$ cat src/rtl/ahb_addr_decoder_if.sv
// AHB decoder bus bundle: address-phase request, per-slave return paths,
// and the muxed data-phase response back to the master.
interface ahb_addr_decoder_if #(
    parameter int unsigned NUM_SLAVES = 3,
    parameter int unsigned ADDR_W     = 16,
    parameter int unsigned DATA_W     = 32,
    parameter int unsigned SEL_BITS   = 2
);
    logic [ADDR_W-1:0]            haddr;
    logic [1:0]                   htrans;
    logic [NUM_SLAVES-1:0]        hsel;
    logic [NUM_SLAVES*DATA_W-1:0] hrdata_s;
    logic [NUM_SLAVES-1:0]        hreadyout_s;
    logic [NUM_SLAVES-1:0]        hresp_s;
    logic [DATA_W-1:0]            hrdata;
    logic                         hready;
    logic                         hresp;
    logic [SEL_BITS-1:0]          sel_slave;

    // Fabric side: drives the request and the slave return paths.
    modport master (
        output haddr, htrans, hrdata_s, hreadyout_s, hresp_s,
        input  hsel, hrdata, hready, hresp, sel_slave
    );

    // Decoder side.
    modport slave (
        input  haddr, htrans, hrdata_s, hreadyout_s, hresp_s,
        output hsel, hrdata, hready, hresp, sel_slave
    );
endinterface

$ cat src/rtl/ahb_addr_decoder.sv
// AHB address decoder with data-phase response mux.
// The upper SEL_BITS of haddr pick a region; regions >= NUM_SLAVES are
// unmapped. Define DECODER_DEFAULT_SLAVE_EN to build in a default slave
// that answers unmapped NONSEQ/SEQ transfers with a two-cycle ERROR;
// without it, unmapped data phases get a zero-wait OKAY with zero data.
module ahb_addr_decoder #(
    parameter int unsigned NUM_SLAVES = 3,
    parameter int unsigned ADDR_W     = 16,
    parameter int unsigned DATA_W     = 32,
    parameter int unsigned SEL_BITS   = 2
) (
    input logic                hclk,
    input logic                hresetn,
    ahb_addr_decoder_if.slave  bus
);

    logic [SEL_BITS-1:0] idx;
    logic                idx_mapped;
    logic                dp_valid;
    logic                dp_mapped;
    logic [DATA_W-1:0]   mux_rdata;
    logic                mux_ready;
    logic                mux_resp;
    logic                unused_bits;

    assign idx         = bus.haddr[ADDR_W-1 -: SEL_BITS];
    assign unused_bits = ^{bus.haddr[ADDR_W-SEL_BITS-1:0], bus.htrans[0]};

    // Region decode and one-hot slave select (not gated by htrans).
    always_comb begin
        idx_mapped = (32'(idx) < NUM_SLAVES);
        dp_mapped  = (32'(bus.sel_slave) < NUM_SLAVES);
        bus.hsel   = '0;
        for (int unsigned k = 0; k < NUM_SLAVES; k++) begin
            if (32'(idx) == k) begin
                bus.hsel[k] = 1'b1;
            end
        end
    end

    // Data-phase state: advances only when the bus is ready.
    always_ff @(posedge hclk or negedge hresetn) begin
        if (!hresetn) begin
            bus.sel_slave <= '0;
            dp_valid      <= 1'b0;
        end else if (bus.hready) begin
            bus.sel_slave <= idx;
            dp_valid      <= bus.htrans[1];
        end
    end

    // Response mux from the data-phase slave; idle/unmapped gives OKAY zero.
    always_comb begin
        mux_rdata = '0;
        mux_ready = 1'b1;
        mux_resp  = 1'b0;
        if (dp_valid && dp_mapped) begin
            for (int unsigned k = 0; k < NUM_SLAVES; k++) begin
                if (32'(bus.sel_slave) == k) begin
                    mux_rdata = bus.hrdata_s[k*DATA_W +: DATA_W];
                    mux_ready = bus.hreadyout_s[k];
                    mux_resp  = bus.hresp_s[k];
                end
            end
        end
    end

`ifdef DECODER_DEFAULT_SLAVE_EN
    typedef enum logic [1:0] {
        IDLE,
        ERR1,
        ERR2
    } state_t;

    state_t state, state_next;

    // Default-slave state register.
    always_ff @(posedge hclk or negedge hresetn) begin
        if (!hresetn) begin
            state <= IDLE;
        end else begin
            state <= state_next;
        end
    end

    // Default-slave next state and response override of the mux.
    always_comb begin
        state_next = state;
        bus.hrdata = mux_rdata;
        bus.hready = mux_ready;
        bus.hresp  = mux_resp;
        case (state)
            IDLE: begin
                if (mux_ready && bus.htrans[1] && !idx_mapped) begin
                    state_next = ERR1;
                end
            end
            ERR1: begin
                bus.hrdata = '0;
                bus.hready = 1'b0;
                bus.hresp  = 1'b1;
                state_next = ERR2;
            end
            ERR2: begin
                bus.hrdata = '0;
                bus.hready = 1'b1;
                bus.hresp  = 1'b1;
                state_next = (bus.htrans[1] && !idx_mapped) ? ERR1 : IDLE;
            end
            default: begin
                state_next = IDLE;
            end
        endcase
    end
`else
    // No default slave: unmapped phases already resolve to OKAY zero in the mux.
    always_comb begin
        bus.hrdata = mux_rdata;
        bus.hready = mux_ready;
        bus.hresp  = mux_resp;
    end
`endif

endmodule
$ cat src/flat_wrapper.sv
// flat-port wrapper written by rule: the top's interface ports become plain ports
module ahb_addr_decoder_flat 
#(
    parameter int unsigned NUM_SLAVES = 3,
    parameter int unsigned ADDR_W     = 16,
    parameter int unsigned DATA_W     = 32,
    parameter int unsigned SEL_BITS   = 2
)
  (hclk, hresetn, bus_haddr, bus_htrans, bus_hrdata_s, bus_hreadyout_s, bus_hresp_s, bus_hsel, bus_hrdata, bus_hready, bus_hresp, bus_sel_slave);
  ahb_addr_decoder_if #(.NUM_SLAVES(NUM_SLAVES), .ADDR_W(ADDR_W), .DATA_W(DATA_W), .SEL_BITS(SEL_BITS)) bus_i ();
  input logic hclk;
  input logic hresetn;
  input wire logic [$bits(bus_i.haddr)-1:0] bus_haddr;
  input wire logic [$bits(bus_i.htrans)-1:0] bus_htrans;
  input wire logic [$bits(bus_i.hrdata_s)-1:0] bus_hrdata_s;
  input wire logic [$bits(bus_i.hreadyout_s)-1:0] bus_hreadyout_s;
  input wire logic [$bits(bus_i.hresp_s)-1:0] bus_hresp_s;
  output wire logic [$bits(bus_i.hsel)-1:0] bus_hsel;
  output wire logic [$bits(bus_i.hrdata)-1:0] bus_hrdata;
  output wire logic [$bits(bus_i.hready)-1:0] bus_hready;
  output wire logic [$bits(bus_i.hresp)-1:0] bus_hresp;
  output wire logic [$bits(bus_i.sel_slave)-1:0] bus_sel_slave;
  assign bus_i.haddr = bus_haddr;
  assign bus_i.htrans = bus_htrans;
  assign bus_i.hrdata_s = bus_hrdata_s;
  assign bus_i.hreadyout_s = bus_hreadyout_s;
  assign bus_i.hresp_s = bus_hresp_s;
  assign bus_hsel = bus_i.hsel;
  assign bus_hrdata = bus_i.hrdata;
  assign bus_hready = bus_i.hready;
  assign bus_hresp = bus_i.hresp;
  assign bus_sel_slave = bus_i.sel_slave;
  ahb_addr_decoder #(.NUM_SLAVES(NUM_SLAVES), .ADDR_W(ADDR_W), .DATA_W(DATA_W), .SEL_BITS(SEL_BITS)) u_core (.hclk(hclk), .hresetn(hresetn), .bus(bus_i));
endmodule
$ cat config.mk
export PLATFORM = sky130hd
export DESIGN_NAME = ahb_addr_decoder_flat
export DESIGN_NICKNAME = d
export VERILOG_FILES = /design/src/rtl/ahb_addr_decoder_if.sv /design/src/rtl/ahb_addr_decoder.sv /design/src/flat_wrapper.sv
export SDC_FILE = /design/constraint.sdc
export NUM_CORES = 1
export LEC_CHECK = 0
export ABC_CLOCK_PERIOD_IN_PS = 2800
export BUFFER_PORTS_ARGS = -buffer_cell sky130_fd_sc_hd__buf_2
export CAP_MARGIN = 20
export CORE_ASPECT_RATIO = 0.75
export CORE_MARGIN = 1.5
export CORE_UTILIZATION = 34
export CTS_CLUSTER_DIAMETER = 200
export DETAILED_ROUTE_END_ITERATION = 8
export GPL_TIMING_DRIVEN = 0
export PLACE_DENSITY = 0.85
export SLEW_MARGIN = 10
export SYNTH_ARGS = -nofsm -noshare
export SYNTH_HDL_FRONTEND = slang
export SYNTH_SLANG_ARGS = --single-unit
$ cat constraint.sdc
create_clock -name hclk -period 2.8 [get_ports hclk]
set_input_delay 0.56 -clock hclk [delete_from_list [all_inputs] [get_ports hclk]]
set_output_delay 0.56 -clock hclk [all_outputs]
set_load 0.02 [all_outputs]
==> results of run 1 <==
final cells by class:
class | count | area, um2
fillers | 326 | 1310
multi-input cells | 148 | 1010
repair buffers | 145 | 726
plain buffers | 15 | 105
flip-flops and latches | 3 | 75.1
well taps | 40 | 50.0
clock buffers | 4 | 45.0
inverters | 1 | 3.75
final timing paths:
check	from	to	slack, ns	depth (start not counted)
min in group hclk	bus_htrans[1]	u_core.dp_valid	0.55	3
worst min-delay path	hresetn	u_core.bus.sel_slave[0]	0.13	1
worst max-delay path	u_core.bus.sel_slave[0]	bus_hrdata[23]	0.54	7
worst max register to register	u_core.bus.sel_slave[0]	u_core.bus.sel_slave[1]	1.39	5
worst min register to register	u_core.dp_valid	u_core.bus.sel_slave[0]	0.80	2
max in group asynchronous	hresetn	u_core.bus.sel_slave[1]	2.56	1
logic make-up (layout without fill, tap and decap cells):
family / Yosys count / after routing / synth area share (%)
buffers and inverters: 16 / 165 / 9.08
AO/OA/AOI/OAI: 40 / 40 / 25.1
multiplexers: 34 / 34 / 28.4
AND/OR/NAND/NOR: 74 / 74 / 31.2
flip-flops: 3 / 3 / 6.26
metal layers:
| layer | GRT usage [%] | vias to the layer above | part of all wire, % |
|---|---|---|---|
| li1 | - | 867 | - |
| met2 | 39.7 | 73 | 51 |
| met4 | 3.77 | 0 | 0.34 |
| met1 | 22.4 | 768 | 40 |
| met5 | 0 | - | 0 |
| met3 | 2.76 | 2 | 7.9 |
sequential cells by signal (all words and copies together), names as in the netlist:
| signal | cells |
|---|---|
| u_core.dp_valid | 1 |
| u_core.bus.sel_slave | 2 |
power groups by stage:
stage	logic [uW]	clock network, uW	registers, uW
detailed placement	758	0	65.2
global placement	745	0	65.0
finish	756	130	64.8
floorplan	517	0	67.4
CTS	761	132	65.3
global route	824	134	66.8
metrics by stage:
stage / cell area (um2) / total power, uW
6_report: 2020 / 950
5_1_grt: 2020 / 1020
4_1_cts: 2020 / 958
3_5_place_dp: 1970 / 824
3_3_place_gp: 1970 / 810
2_1_floorplan: 1200 / 584
critical path, stage by stage, from the launching register on:
cell and delay [ns]:
dfrtp_1 0.38, buf_6 0.17, nor2b_1 0.10, buf_2 0.17
buf_2 0.23, nand2_1 0.09, a21boi_1 0.16, buf_2 0.18
cells in the mapped netlist, drive strengths merged:
master  count  area (um2)
clkbuf      7        26.3
a21boi     33         248
dfrtp       3        75.1
a21oi       1        5.00
nor2b       2        12.5
nor2        2        7.51
o21ai       2        10.0
buf         8        78.8
or2        33         206
nor4b       1        8.76
nand2      35         131
inv         1        3.75
o21a        2        15.0
mux2i      34         340
a21bo       1        10.0
a211oi      1        12.5
nor3b       1        7.51
==> impl_metrics.env, run 1 <==
export IMPL_outcome="finished, violations left"
export IMPL_violations="DRC"
export IMPL_critPathMaxFanout=10
export IMPL_first_global_vias=1456
export IMPL_dpl_worst_slack_ns=0.767
export IMPL_grt_max_degree=11
export IMPL_hold_ws_ns=0.131
export IMPL_cts_sinks=3
export IMPL_stdcell_count=356
export IMPL_htree_num_levels=1
export IMPL_place_inst=352
export IMPL_final_util_pct=60.6
export IMPL_drtIter0Drc=33
export IMPL_vias=1710
export IMPL_end_kind="output port"
export IMPL_drtAntennaViolNets=0
export IMPL_rsz0062_at_grt="no"
export IMPL_pwr_share_clk_pct=13.7
export IMPL_final_cell_mix="buf_2, nand2_1, mux2i_1, a21boi_1, or2_1"
export IMPL_ctsResizeCount=0
export IMPL_gp_congestion=0.716
export IMPL_post_cts_setup_buffers=0
export IMPL_worst_slack_ns=0.536
export IMPL_cp_start_kind="flip-flop"
export IMPL_drc_errors=7
export IMPL_numCtsBuffers=3
export IMPL_yosys_warnings=0
export IMPL_fin_crit_ns=2.26
export IMPL_synth_cells=167
export IMPL_yosysSeqAreaShare_pct=6.26
export IMPL_setup_viol_count_final=0
export IMPL_max_slew_worst_pin_slew_ns=0.411
export IMPL_die_y_um=54.4
export IMPL_synthesis_nets=289
export IMPL_hp_class="primary input to async pin"
export IMPL_fin_nets=439
export IMPL_maxCapViolCount=0
export IMPL_detail_route_vias_per_cell=4.80
export IMPL_wl_um=4160
export IMPL_postSynthAreaPerCell_um2=7.18
export IMPL_die_x_um=71.6
export IMPL_netlist_area_um2=1200
export IMPL_worstPathArrival_ns=1.70
export IMPL_grt_pass1_wl_um=6200
export IMPL_p_switching_uw=456
export IMPL_numPortBuffers=145
export IMPL_dp_hpwl_um=3440
export IMPL_antennaDiodeCount=0
export IMPL_p_int_uw=494
export IMPL_ir_worst_vdd_mv=0.281
export IMPL_power_density_nw_per_um2=470
export IMPL_drive_gt1_share_pct=51.6
export IMPL_num_io_pins=161
export IMPL_clockBufferDepth=2
export IMPL_rows=18
export IMPL_critPathKind="flip-flop to output port"
export IMPL_relSlewSlack_pct=72.5
export IMPL_die_area_um2=3890
export IMPL_maxSlewViolCount=0
export IMPL_cts_hold_buf=0
export IMPL_grt_overflow_total=0
export IMPL_post_drt_wl_per_cell_um=11.7
export IMPL_synthToLayoutAreaGrowth_pct=68.5
export IMPL_leakage_uw=0.00113
export IMPL_antenna_found_initial=0
export IMPL_clk_latency_ns=0.22
export IMPL_ys_types=22
export IMPL_setup_tns_ns=0
export IMPL_pwr_share_seq_pct=6.8
export IMPL_core_region_area_um2=3330
export IMPL_finalHoldViolations=0
export IMPL_cts_tree="built"
export IMPL_yosys_register_bits=3
export IMPL_crit_required_ns=2.24
export IMPL_clockRootBuffer="clkbuf_8"
export IMPL_switching_share_pct=48.0
export IMPL_cts_clk_slew_worst_paths_ns=0.03
export IMPL_finClkSkew_ns=0.00238
export IMPL_post_route_period_util_pct=80.8
export IMPL_layout_commonest_cell="buf_2"
export IMPL_track_usage_pct=19.6
export IMPL_dr_pass1_iters=9
export IMPL_initial_core_util_pct=36.0
export IMPL_fmax_mhz=442
export IMPL_comb_power_share_pct=79.5
Note: power is estimated with default switching activity, not from simulation.
==> inputs of run 2 (changes only) <==
--- a/config.mk
+++ b/config.mk
@@ -5,16 +5,16 @@
 export SDC_FILE = /design/constraint.sdc
 export NUM_CORES = 1
 export LEC_CHECK = 0
-export ABC_CLOCK_PERIOD_IN_PS = 2800
+export ABC_CLOCK_PERIOD_IN_PS = 2050
 export BUFFER_PORTS_ARGS = -buffer_cell sky130_fd_sc_hd__buf_2
 export CAP_MARGIN = 20
 export CORE_ASPECT_RATIO = 0.75
 export CORE_MARGIN = 1.5
-export CORE_UTILIZATION = 34
+export CORE_UTILIZATION = 29
 export CTS_CLUSTER_DIAMETER = 200
 export DETAILED_ROUTE_END_ITERATION = 8
 export GPL_TIMING_DRIVEN = 0
-export PLACE_DENSITY = 0.85
+export PLACE_DENSITY = 0.77
 export SLEW_MARGIN = 10
 export SYNTH_ARGS = -nofsm -noshare
 export SYNTH_HDL_FRONTEND = slang
==> constraint.sdc (replaced) <==
create_clock -name hclk -period 2.05 [get_ports hclk]
set_input_delay 0.41 -clock hclk [delete_from_list [all_inputs] [get_ports hclk]]
set_output_delay 0.41 -clock hclk [all_outputs]
set_load 0.02 [all_outputs]
==> run 2 against run 1 <==
The run now ends clean. Critical endpoint is now bus_hresp. Combinational power is 60% higher. Power is 55% higher. Global-route usage is 2.1 points lower. Largest cell class unchanged. Sequential share of layout area is 0.35 points lower. Sequential cell count stayed put. Routed wire length is 6.7% higher. Cell count is 7.3% higher.
==> impl_metrics.env, run 2 (synthesis gave the netlist of run 1 again) <==
export IMPL_outcome="completed"
export IMPL_hp_class="primary input to flip-flop"
export IMPL_crit_required_ns=1.64
export IMPL_drtAntennaViolNets=0
export IMPL_rows=20
export IMPL_stdcell_area_um2=2230
export IMPL_setup_viol_count_final=0
export IMPL_core_region_area_um2=4000
export IMPL_gp_congestion=0.767
export IMPL_first_global_vias=1510
export IMPL_crit_path_top_delay_cell="dfrtp_1"
export IMPL_critPathKind="flip-flop to output port"
export IMPL_leakage_uw=0.00121
export IMPL_post_route_period_util_pct=97.5
export IMPL_crit_chain="buf_8, buf_4, mux2i_1, or2_2, a21boi_0, buf_2"
export IMPL_track_usage_pct=17.5
export IMPL_htree_num_levels=1
export IMPL_pwr_share_clk_pct=11.8
export IMPL_cp_start_kind="flip-flop"
export IMPL_critPathMaxFanout=10
export IMPL_hold_path_startpoint="bus_htrans[1]"
export IMPL_reg2reg_to="u_core.bus.sel_slave[1]"
export IMPL_final_util_pct=55.7
export IMPL_crit_path_max_incr_delay_ns=0.39
export IMPL_clk_latency_ns=0.22
export IMPL_p_switching_uw=660
export IMPL_numCtsBuffers=3
export IMPL_vias=1741
export IMPL_p_int_uw=809
export IMPL_fin_crit_ns=2.00
export IMPL_fmax_mhz=500
export IMPL_maxCapViolCount=0
export IMPL_dr_pass1_iters=4
export IMPL_grt_overflow_total=0
export IMPL_grt_max_degree=11
export IMPL_drtIter0Drc=25
export IMPL_max_slew_worst_pin_slew_ns=0.420
export IMPL_dp_hpwl_um=3430
export IMPL_wl_um=4430
export IMPL_comb_power_share_pct=82.3
export IMPL_reg_top3="u_core.bus.sel_slave x2, u_core.dp_valid x1"
export IMPL_fillers=396
export IMPL_relSlewSlack_pct=71.9
export IMPL_initial_core_util_pct=29.9
export IMPL_drc_errors=0
export IMPL_reg2reg_from="u_core.bus.sel_slave[0]"
export IMPL_detail_route_vias_per_cell=4.56
export IMPL_end_kind="output port"
export IMPL_setup_tns_ns=0
export IMPL_finClkSkew_ns=0.0000827
export IMPL_switching_share_pct=44.9
export IMPL_numPortBuffers=145
export IMPL_antenna_found_initial=0
export IMPL_largest_register_ffs=2
export IMPL_hold_ws_ns=0.399
export IMPL_pwr_share_seq_pct=6.0
export IMPL_die_x_um=77.2
export IMPL_hold_depth=3
export IMPL_maxSlewViolCount=0
export IMPL_top_register="u_core.bus.sel_slave"
export IMPL_rsz0062_at_grt="yes"
export IMPL_cp_num_buf_inv=3
export IMPL_post_drt_wl_per_cell_um=11.6
export IMPL_die_area_um2=4530
export IMPL_drive_gt1_share_pct=54.4
export IMPL_layout_commonest_cell="buf_2"
export IMPL_setup_worst_path_start="u_core.bus.sel_slave[0]"
export IMPL_final_cell_mix="buf_2, nand2_1, mux2i_1, or2_1, a21boi_1"
export IMPL_clockBufferDepth=2
export IMPL_power_density_nw_per_um2=659
export IMPL_grt_pass1_wl_um=6500
export IMPL_synthToLayoutAreaGrowth_pct=85.9
export IMPL_fin_nets=450
export IMPL_cts_sinks=3
export IMPL_worstPathArrival_ns=1.59
export IMPL_ir_worst_vdd_mv=0.389
export IMPL_crit_family="buffers and inverters"
export IMPL_die_y_um=58.7
export IMPL_clockRootBuffer="clkbuf_8"
export IMPL_total_power_uw=1470
export IMPL_r2r_cells=6
export IMPL_place_area_um2=1990
export IMPL_num_io_pins=161
export IMPL_finalHoldViolations=0
export IMPL_min_to="u_core.dp_valid"
export IMPL_cts_tree="built"
export IMPL_cts_clk_slew_worst_paths_ns=0.03
export IMPL_antennaDiodeCount=0
export IMPL_r2r_setup_slack_ns=0.57
## run 2: changes by cell type in the layout (fill, tap and decap cells not counted)
cell | before | now
a21boi_1 | 30 | 26
buf_8 | 3 | 5
a21boi_2 | 0 | 4
nor2b_1 | 2 | 1
buf_6 | 1 | 3
nor2b_2 | 0 | 1
dlygate4sd3_1 | 0 | 1
clkbuf_16 | 0 | 1
buf_2 | 148 | 129
buf_4 | 1 | 25
## run 2: cell type report
type / instances / area, um2 / area share, %
tap: 55 / 68.8 / 3.09
inverter: 1 / 3.75 / 0.168
sequential: 3 / 75.1 / 3.37
buffer: 15 / 135 / 6.06
clock buffer: 4 / 45.0 / 2.02
multi-input combinational: 148 / 1030 / 46.3
timing repair buffer: 156 / 868 / 39.0
## run 2: what timing repair did
| action | CTS | global route |
|---|---|---|
| endpoints found under the setup margin | 25 | 31 |
| buffers inserted | 0 | 6 |
| cloned | 0 | 4 |
| gates resized for setup | 8 | 25 |
| endpoints found under the hold margin | 3 | 0 |
| hold buffers | 1 | 0 |
## run 2: metrics by stage
step,cells,setup WS [ns]
after global routing,382,-0.00615
after floorplan,167,0.144
after detailed placement,367,0.148
after global placement,367,0.171
final,382,0.0514
after CTS,372,0.0124
## run 2: power by group through the flow
| stage | clock (uW) | sequential [uW] | combinational [uW] |
|---|---|---|---|
| after CTS | 178 | 87.8 | 1070 |
| after detailed placement | 0 | 88.3 | 1050 |
| after global routing | 184 | 90.5 | 1310 |
| after floorplan | 0 | 92.0 | 706 |
| final | 173 | 87.5 | 1210 |
| after global placement | 0 | 88.6 | 1020 |
## run 2: worst max-delay path by stage
stage / depth (start not counted) / endpoint / slack [ns]
global placement: 7 / bus_hrdata[17] / 0.17
global route: 7 / bus_hrdata[16] / -0.006
detailed placement: 7 / bus_hrdata[12] / 0.15
floorplan: 4 / bus_hrdata[0] / 0.14
CTS: 7 / bus_hrdata[6] / 0.01
finish: 6 / bus_hresp / 0.05
## run 2: tightest hold or removal path: stages
cell	delay, ns
buf_2	0.08
a21oi_1	0.03
o21ai_0	0.05
## run 2: per-layer routing
layer  up-vias  track usage, %  wire length (um)  share of wire (%)
met3         7            3.41               329                7.4
met1       771            20.7              1890                 43
li1        888               -                 -                  -
met5         -               0                 0                  0
met2        75            33.0              2170                 49
met4         0            3.90                51                1.2
